`src/rtl/fetch_stage_if.sv`:
```
// fetch_stage_if: instruction-memory and IF/ID bundle between fetch (master) and memory/decode (slave).
interface fetch_stage_if #(
  parameter int ADDR_WIDTH  = 64,
  parameter int INSTR_WIDTH = 32
);
  logic [ADDR_WIDTH-1:0]  imem_addr;
  logic [INSTR_WIDTH-1:0] imem_data;
  logic [ADDR_WIDTH-1:0]  if_id_pc;
  logic [INSTR_WIDTH-1:0] if_id_instr;
  logic                   if_id_valid;
  logic [10:0]            opcode_bits;
  logic [31:0]            fetch_count;
  modport master (
    output imem_addr, if_id_pc, if_id_instr, if_id_valid, opcode_bits, fetch_count,
    input  imem_data
  );
  modport slave (
    input  imem_addr, if_id_pc, if_id_instr, if_id_valid, opcode_bits, fetch_count,
    output imem_data
  );
endinterface

```
`src/rtl/fetch_stage.sv`:
```
// fetch_stage: PC, instruction fetch and IF/ID register with branch redirect and stall.
// Define FETCH_COUNT_EN to build the fetched-instruction counter; otherwise fetch_count is 0.
module fetch_stage #(
  parameter int                    ADDR_WIDTH  = 64,
  parameter int                    INSTR_WIDTH = 32,
  parameter logic [ADDR_WIDTH-1:0] RESET_PC    = '0,
  parameter int                    PC_INCR     = 4
) (
  input  logic                  clk,
  input  logic                  reset,
  input  logic                  stall,
  input  logic                  branch,
  input  logic                  uncondbranch,
  input  logic                  zero,
  input  logic [ADDR_WIDTH-1:0] branch_target,
  fetch_stage_if.master         bus
);
  localparam logic [INSTR_WIDTH-1:0] NOP = INSTR_WIDTH'(32'hD503201F);
  typedef enum logic {S_RESET, S_RUN} state_t;
  state_t                 state_q;
  logic [ADDR_WIDTH-1:0]  pc_q, pc_d, if_pc_q, if_pc_d;
  logic [INSTR_WIDTH-1:0] instr_q, instr_d;
  logic                   valid_q, valid_d, redirect, load;
  always_comb begin
    redirect = uncondbranch | (branch & zero);
    load     = ~redirect & ~stall;
    pc_d     = redirect ? (branch_target & ~ADDR_WIDTH'(3)) : stall ? pc_q : pc_q + ADDR_WIDTH'(PC_INCR);
    if_pc_d  = redirect ? '0 : stall ? if_pc_q : pc_q;
    instr_d  = redirect ? NOP : stall ? instr_q : bus.imem_data;
    valid_d  = redirect ? 1'b0 : stall ? valid_q : 1'b1;
  end
  always_ff @(posedge clk) begin
    if (reset) begin
      state_q <= S_RESET;
      pc_q    <= RESET_PC;
      if_pc_q <= '0;
      instr_q <= NOP;
      valid_q <= 1'b0;
    end else begin
      state_q <= (state_q == S_RESET) ? S_RUN : state_q;
      pc_q    <= pc_d;
      if_pc_q <= if_pc_d;
      instr_q <= instr_d;
      valid_q <= valid_d;
    end
  end
`ifdef FETCH_COUNT_EN
  logic [31:0] cnt_q, cnt_d;
  always_comb cnt_d = load ? cnt_q + 32'd1 : cnt_q;
  always_ff @(posedge clk) cnt_q <= reset ? '0 : cnt_d;
  assign bus.fetch_count = cnt_q;
`else
  logic unused_load;
  assign unused_load     = load;
  assign bus.fetch_count = 32'd0;
`endif
  assign bus.imem_addr   = pc_q;
  assign bus.if_id_pc    = if_pc_q;
  assign bus.if_id_instr = instr_q;
  assign bus.if_id_valid = valid_q;
  assign bus.opcode_bits = instr_q[INSTR_WIDTH-1 -: 11];
endmodule

```
`src/flat_wrapper.sv`:
```
// flat-port wrapper written by rule: the top's interface ports become plain ports
module fetch_stage_flat 
#(
  parameter int                    ADDR_WIDTH  = 64,
  parameter int                    INSTR_WIDTH = 32,
  parameter logic [ADDR_WIDTH-1:0] RESET_PC    = '0,
  parameter int                    PC_INCR     = 4
)
  (clk, reset, stall, branch, uncondbranch, zero, branch_target, bus_imem_addr, bus_if_id_pc, bus_if_id_instr, bus_if_id_valid, bus_opcode_bits, bus_fetch_count, bus_imem_data);
  fetch_stage_if #(.ADDR_WIDTH(ADDR_WIDTH), .INSTR_WIDTH(INSTR_WIDTH)) bus_i ();
  input  logic clk;
  input  logic reset;
  input  logic stall;
  input  logic branch;
  input  logic uncondbranch;
  input  logic zero;
  input  logic [ADDR_WIDTH-1:0] branch_target;
  output wire logic [$bits(bus_i.imem_addr)-1:0] bus_imem_addr;
  output wire logic [$bits(bus_i.if_id_pc)-1:0] bus_if_id_pc;
  output wire logic [$bits(bus_i.if_id_instr)-1:0] bus_if_id_instr;
  output wire logic [$bits(bus_i.if_id_valid)-1:0] bus_if_id_valid;
  output wire logic [$bits(bus_i.opcode_bits)-1:0] bus_opcode_bits;
  output wire logic [$bits(bus_i.fetch_count)-1:0] bus_fetch_count;
  input wire logic [$bits(bus_i.imem_data)-1:0] bus_imem_data;
  assign bus_imem_addr = bus_i.imem_addr;
  assign bus_if_id_pc = bus_i.if_id_pc;
  assign bus_if_id_instr = bus_i.if_id_instr;
  assign bus_if_id_valid = bus_i.if_id_valid;
  assign bus_opcode_bits = bus_i.opcode_bits;
  assign bus_fetch_count = bus_i.fetch_count;
  assign bus_i.imem_data = bus_imem_data;
  fetch_stage #(.ADDR_WIDTH(ADDR_WIDTH), .INSTR_WIDTH(INSTR_WIDTH), .RESET_PC(RESET_PC), .PC_INCR(PC_INCR)) u_core (.clk(clk), .reset(reset), .stall(stall), .branch(branch), .uncondbranch(uncondbranch), .zero(zero), .branch_target(branch_target), .bus(bus_i));
endmodule
```
`config.mk`:
```
export PLATFORM = sky130hd
export DESIGN_NAME = fetch_stage_flat
export DESIGN_NICKNAME = d
export VERILOG_FILES = /design/src/rtl/fetch_stage_if.sv /design/src/rtl/fetch_stage.sv /design/src/flat_wrapper.sv
export SDC_FILE = /design/constraint.sdc
export NUM_CORES = 1
export LEC_CHECK = 0
export ABC_AREA = 1
export CAP_MARGIN = 20
export CORE_MARGIN = 2
export CORE_UTILIZATION = 45
export DETAILED_ROUTE_END_ITERATION = 10
export HOLD_SLACK_MARGIN = 0.05
export PLACE_DENSITY = 0.81
export REMOVE_ABC_BUFFERS = 1
export SYNTH_ARGS = -nofsm -noshare
export SYNTH_HDL_FRONTEND = slang
export SYNTH_SLANG_ARGS = --single-unit
```
`constraint.sdc`:
```
create_clock -name clk -period 2.6 [get_ports clk]
set_input_delay 0.39 -clock clk [delete_from_list [all_inputs] [get_ports clk]]
set_output_delay 0.39 -clock clk [all_outputs]
set_load 0.02 [all_outputs]
```
==> results.py, run 1 <==
metrics = {
    "status": {
        "outcome": "complete, no violations",
    },
    "floorplan": {
        "die_y_microns": 140,
        "ios": 306,
        "die_w_microns": 140,
        "core-area_sq_um": 18000,
        "dieArea_sq_um": 19600,
        "start_util": 0.461,
        "rows": 49,
    },
    "layout": {
        "syn_to_final_growth_pct": 39.6,
        "stdcell_count": 1792,
        "layout-drive-gt1-share": 0.0537,
        "final_area_sq_um": 11600,
        "final_util": 0.644,
        "diodes": 0,
        "final_nets": 1653,
    },
    "routing": {
        "antenna_left": 0,
        "routed_wl_mm": 28.8,
        "firstDrtPassIters": 6,
        "drt_iter0_drc": 789,
        "drc": 0,
        "routedWlPerCell_microns": 16.1,
        "via_count": 9245,
        "viasPerCell": 5.16,
    },
    "grt": {
        "grt_antenna_before_repair": 0,
        "grt_pass1_vias": 8534,
        "grt_pass1_wl_mm": 45.3,
        "grt_max_degree": 67,
        "grt.total_usage": 0.288,
        "grt_overflow": 0,
    },
    "setup_path": {
        "critPathLaunch": "u_core.bus.imem_addr[2]$_SDFFE_PP0P_",
        "cpPeakStageDelay_ns": 0.47,
        "slowest_stage": "dfxtp_1",
        "start_kind": "flop",
        "arrival_ns": 2.34,
        "critical_path_required_ns": 2.90,
        "regToRegStartpoint": "u_core.bus.imem_addr[2]$_SDFFE_PP0P_",
        "path_cells": "ha_1, nand2_2, nor2_4, nand3_1, inv_1, nand2_1, o21ai_0, nand3_1, nand2_1, a21oi_1",
        "endpoint_kind": "flop",
        "critPathKind": "flop to flop",
        "cp_max_fo": 8,
    },
    "sta": {
        "fmax_mhz": 489,
        "setup-tns-final_ns": 0,
        "finalHoldViolCount": 0,
        "finClkSkew_ns": 0.0113,
        "grt_setup_unrepaired": "false",
        "min_period_ns": 2.05,
        "worst_pin_slew_ns": 0.779,
        "slew_violations": 0,
        "finalHoldWorstSlack_ns": 0.442,
        "fin_crit_sh": 0.787,
        "worst_slew_margin_rel": 0.480,
        "setup_viol": 0,
    },
    "logic_synthesis": {
        "synth.largest_area_cell": "dfxtp_1",
        "synthTopCellsByArea": "dfxtp_1, nand2_1, nor2_1",
        "synth_seq_cells": 157,
        "yosysSeqAreaShare": 0.378,
        "syn_area_per_cell_sq_um": 6.31,
        "synth_edf_count": 0,
        "netlist_instances": 1318,
        "syn_area_sq_um": 8310,
        "postSynth.asyncResetShare": 0,
        "yosysTopAreaCellShare": 0.378,
        "yosys_warnings": 0,
        "synth_cell_types": 34,
        "synthFlopType": "dfxtp_1",
    },
    "clocking": {
        "post_cts_buffers": 0,
        "cts.repair.resized": 0,
        "clk_pin_slew_ns": 0.07,
        "cts_tree": "built",
        "clockBufferDepth": 2,
        "clkLatencyLatePin_ns": 0.44,
        "cts_max_level": 4,
        "cts_buffers": 17,
        "cts.sinks": 157,
        "cts_hold_buffers": 0,
        "clock-root-buffer": "clkbuf_16",
    },
    "pwr": {
        "vdd_drop_max_v": 0.000463,
        "p_per_area_nw_per_um2": 549,
        "total_leakage_power_nw": 4.48,
    },
    "placement": {
        "dp_hpwl_mm": 21.1,
        "port-buffer-count": 267,
        "detailed_place.area_sq_um": 11000,
        "gp_congestion": 0.941,
        "placedCellCount": 1760,
    },
    "worst_hold_path": {
        "hp-class": "input port to flop",
        "worstHoldStart": "reset",
    },
    "flow_run": {
        "max_cap_viol_count": 0,
    },
}
==> area by class of cell <==
| class | count | area [sq um] |
|---|---|---|
| fill | 1724 | 6420 |
| multi-input combinational | 978 | 4310 |
| sequential | 157 | 3140 |
| timing repair buffer | 286 | 2830 |
| clock buffer | 18 | 439 |
| inverter | 110 | 413 |
| tap | 229 | 287 |
| clock inverter | 14 | 183 |
==> cell usage in the layout (no fill, tap or decap), types with 2 or more instances in the layout <==
cell	instances
a21oi_1	123
a311oi_1	5
a31oi_1	17
buf_12	2
buf_4	18
bufinv_16	3
clkbuf_16	17
clkdlybuf4s50_1	265
clkinv_1	4
clkinv_2	2
clkinv_4	3
conb_1	36
dfxtp_1	157
inv_1	101
inv_2	5
inv_6	3
inv_8	2
nand2_1	419
nand2_2	12
nand3_1	80
nand3b_1	2
nand4_1	7
nor2_1	183
nor2_2	8
nor2_4	6
nor3_1	4
nor4_1	5
o211ai_1	9
o21ai_0	39
o21ai_1	6
o311ai_0	2
xnor2_1	5
xor2_1	4
==> kinds of logic after synthesis <==
family	share of synthesized area
other cells	0.000451
fa+ha+maj	0.00150
flops	0.378
xor+xnor	0.00948
simple gates	0.357
buf+inv	0.120
compound gates	0.134
==> report_power, final <==
group	internal [mW]	total, mW	switching (mW)
combinational	0.456	1.05	0.593
sequential	2.51	2.65	0.145
clock	1.56	2.67	1.11
total	4.52	6.37	1.84
==> synth_stat cells, types with 9 or more instances <==
cell and count:
buf_4 47, inv_1 103, o211ai_1 9, nand2_1 420
o21ai_0 39, nand3_1 80, nor2_1 184, clkbuf_1 45
a21oi_1 123, a31oi_1 17, buf_1 11, nand2_2 11
dfxtp_1 157
==> path summary, 6_finish.rpt <==
path | endpoint | slack, ns | cells past startpoint
setup / recovery | u_core.bus.imem_addr[44]$_SDFFE_PP0P_ | 0.55 | 10
setup reg to reg | u_core.bus.imem_addr[44]$_SDFFE_PP0P_ | 0.55 | 10
hold / removal | u_core.bus.if_id_instr[0]$_SDFFE_PP1N_ | 0.44 | 4
hold reg to reg | u_core.bus.if_id_instr[14]$_SDFFE_PP0N_ | 0.46 | 2
==> stage by stage <==
| stage | setup WS, ns | total power, mW |
|---|---|---|
| 6_report | 0.554 | 6.37 |
| 5_1_grt | 0.334 | 6.60 |
| 4_1_cts | 0.583 | 6.38 |
| 3_5_place_dp | 0.495 | 3.74 |
| 3_3_place_gp | 0.549 | 3.72 |
| 2_1_floorplan | -1.15 | 3.16 |
==> critical path, delay by kind of cell (launching register included) <==
kind                       cells  cell delay [ns]
AOI/OAI and AO/OA              2             0.25
adders and majority gates      1             0.26
buffers and inverters          1             0.11
DFF                            1             0.47
and+or+nand+nor                6             0.80
==> state kept, by name, indices dropped and copies added, names as in the netlist <==
register	count
u_core.bus.if_id_pc	62
u_core.bus.imem_addr	62
u_core.bus.if_id_instr	32
u_core.bus.if_id_valid	1
==> routing by layer <==
metal  GRT usage  part of all wire  wire length (microns)
met1       0.381              0.43                  12500
met2       0.478              0.47                  13400
met3      0.0605             0.075                   2170
met4      0.0826             0.025                    731
met5           0                 0                      0
Power figures use the tool's default switching activity.
==> inputs of run 2 (changes only) <==
--- a/config.mk
+++ b/config.mk
@@ -8,10 +8,10 @@
 export ABC_AREA = 1
 export CAP_MARGIN = 20
 export CORE_MARGIN = 2
-export CORE_UTILIZATION = 45
+export CORE_UTILIZATION = 41
 export DETAILED_ROUTE_END_ITERATION = 10
 export HOLD_SLACK_MARGIN = 0.05
-export PLACE_DENSITY = 0.81
+export PLACE_DENSITY = 0.78
 export REMOVE_ABC_BUFFERS = 1
 export SYNTH_ARGS = -nofsm -noshare
 export SYNTH_HDL_FRONTEND = slang
==> constraint.sdc (replaced) <==
create_clock -name clk -period 1.7 [get_ports clk]
set_input_delay 0.255 -clock clk [delete_from_list [all_inputs] [get_ports clk]]
set_output_delay 0.255 -clock clk [all_outputs]
set_load 0.02 [all_outputs]
==> results.py, run 2 (same netlist as run 1, synthesis figures left out) <==
metrics = {
    "status": {
        "outcome": "complete, no violations",
    },
    "setup_path": {
        "critical_path_required_ns": 2.05,
        "cp_max_fo": 5,
        "critPathLaunch": "u_core.bus.imem_addr[3]$_SDFFE_PP0P_",
        "endpoint_kind": "flop",
        "start_kind": "flop",
        "critical_path.endpoint": "u_core.bus.imem_addr[26]$_SDFFE_PP0P_",
        "critPathKind": "flop to flop",
        "regToRegEndpoint": "u_core.bus.imem_addr[26]$_SDFFE_PP0P_",
        "regToRegStartpoint": "u_core.bus.imem_addr[3]$_SDFFE_PP0P_",
        "reg2reg_setup_slack_ns": 0.002,
        "arrival_ns": 2.05,
        "r2r_cells": 10,
    },
    "routing": {
        "routed_wl_mm": 31.1,
        "viasPerCell": 5.05,
        "routedWlPerCell_microns": 16.0,
        "drc": 0,
        "drt_iter0_drc": 877,
        "firstDrtPassIters": 6,
        "via_count": 9827,
        "antenna_left": 0,
    },
    "grt": {
        "grt_pass1_wl_mm": 47.8,
        "grt_pass1_vias": 9123,
        "grt_overflow": 0,
        "grt.total_usage": 0.279,
        "grt_max_degree": 96,
        "grt_antenna_before_repair": 0,
    },
    "layout": {
        "stdcell_count": 1947,
        "final_nets": 1768,
        "layout-drive-gt1-share": 0.162,
        "layout_common_cells": "nand2_1, clkdlybuf4s50_1, nor2_1",
        "diodes": 0,
        "final_util": 0.641,
        "layout_commonest_cell": "nand2_1",
        "syn_to_final_growth_pct": 54.6,
    },
    "floorplan": {
        "rows": 52,
        "ios": 306,
        "die_w_microns": 146,
        "core-area_sq_um": 20000,
        "die_y_microns": 146,
        "start_util": 0.415,
        "dieArea_sq_um": 21400,
    },
    "sta": {
        "finClkSkew_ns": 0.0131,
        "min_period_ns": 1.70,
        "grt_setup_unrepaired": "true",
        "fin_ws_ns": 0.00247,
        "setup-tns-final_ns": 0,
        "fmax_mhz": 589,
        "setup_viol": 0,
        "slew_violations": 0,
        "finalHoldViolCount": 0,
        "fin_crit_sh": 0.999,
    },
    "placement": {
        "dp_slack_ns": -0.176,
        "port-buffer-count": 267,
        "dp_hpwl_mm": 23.1,
        "placedCellCount": 1908,
        "gp_congestion": 0.975,
    },
    "clocking": {
        "clockBufferDepth": 2,
        "cts.sinks": 157,
        "clkLatencyLatePin_ns": 0.43,
        "clock-root-buffer": "clkbuf_16",
        "cts_max_level": 4,
        "cts_buffers": 17,
        "cts_tree": "built",
        "clk_pin_slew_ns": 0.07,
        "cts_hold_buffers": 0,
    },
    "pwr": {
        "p_total_mw": 9.61,
        "vdd_drop_max_v": 0.000598,
        "p_per_area_nw_per_um2": 748,
        "total_leakage_power_nw": 5.55,
    },
    "worst_hold_path": {
        "hp-class": "input port to flop",
        "worstHoldStart": "reset",
    },
    "flow_run": {
        "max_cap_viol_count": 0,
    },
}
[run 2: worst min-delay path by stage]
| stage | endpoint | cells past startpoint |
|---|---|---|
| floorplan | u_core.bus.imem_addr[11]$_SDFFE_PP0P_ | 1 |
| finish | u_core.bus.imem_addr[55]$_SDFFE_PP0P_ | 2 |
| CTS | u_core.bus.imem_addr[25]$_SDFFE_PP0P_ | 2 |
| detailed placement | u_core.bus.if_id_pc[20]$_SDFFE_PP0N_ | 2 |
| global route | u_core.bus.if_id_pc[55]$_SDFFE_PP0N_ | 3 |
| global placement | u_core.bus.if_id_pc[17]$_SDFFE_PP0N_ | 2 |
[run 2: final cells by class]
type                    instances  area (sq um)
flip-flops and latches        157          3160
inverters                     110           415
multi-input cells             978          4620
repair buffers                401          3740
clock buffers                  21           460
fillers                      1860          7180
clock inverters                10           116
well taps                     270           338
[run 2: metal layers]
metal,global-route usage,wire length [microns]
met5,0,0
met4,0.112,1010
met3,0.0453,2130
met2,0.462,14700
met1,0.365,13300
[run 2: worst max-delay path: stages (launching register included)]
cell,delay [ns]
dfxtp_4,0.38
ha_4,0.16
nand2_4,0.06
nor2_4,0.15
nand2_4,0.09
nor2_4,0.23
nand2_4,0.11
buf_6,0.14
xnor2_2,0.10
nand2_1,0.06
a31oi_1,0.15
[run 2: power breakdown]
group / internal (mW) / switching (mW) / total (mW)
sequential: 3.84 / 0.155 / 3.99
combinational: 0.782 / 1.03 / 1.81
clock: 2.23 / 1.58 / 3.81
[run 2: repair_timing]
item                                    4_1_cts  5_1_grt
pin swaps                                     5       23
resized for setup                            93       97
endpoints found under the setup margin      100       51
endpoints found under the hold margin         0        0
setup buffers                                 4        4
gates cloned                                  0        0
[run 2: through the flow]
step           instance area (sq um)  hold WS (ns)
6_report                       12900         0.201
5_1_grt                        12900         0.194
4_1_cts                        12500         0.183
3_5_place_dp                   11900         0.455
3_3_place_gp                   11900         0.451
2_1_floorplan                   7860         0.324
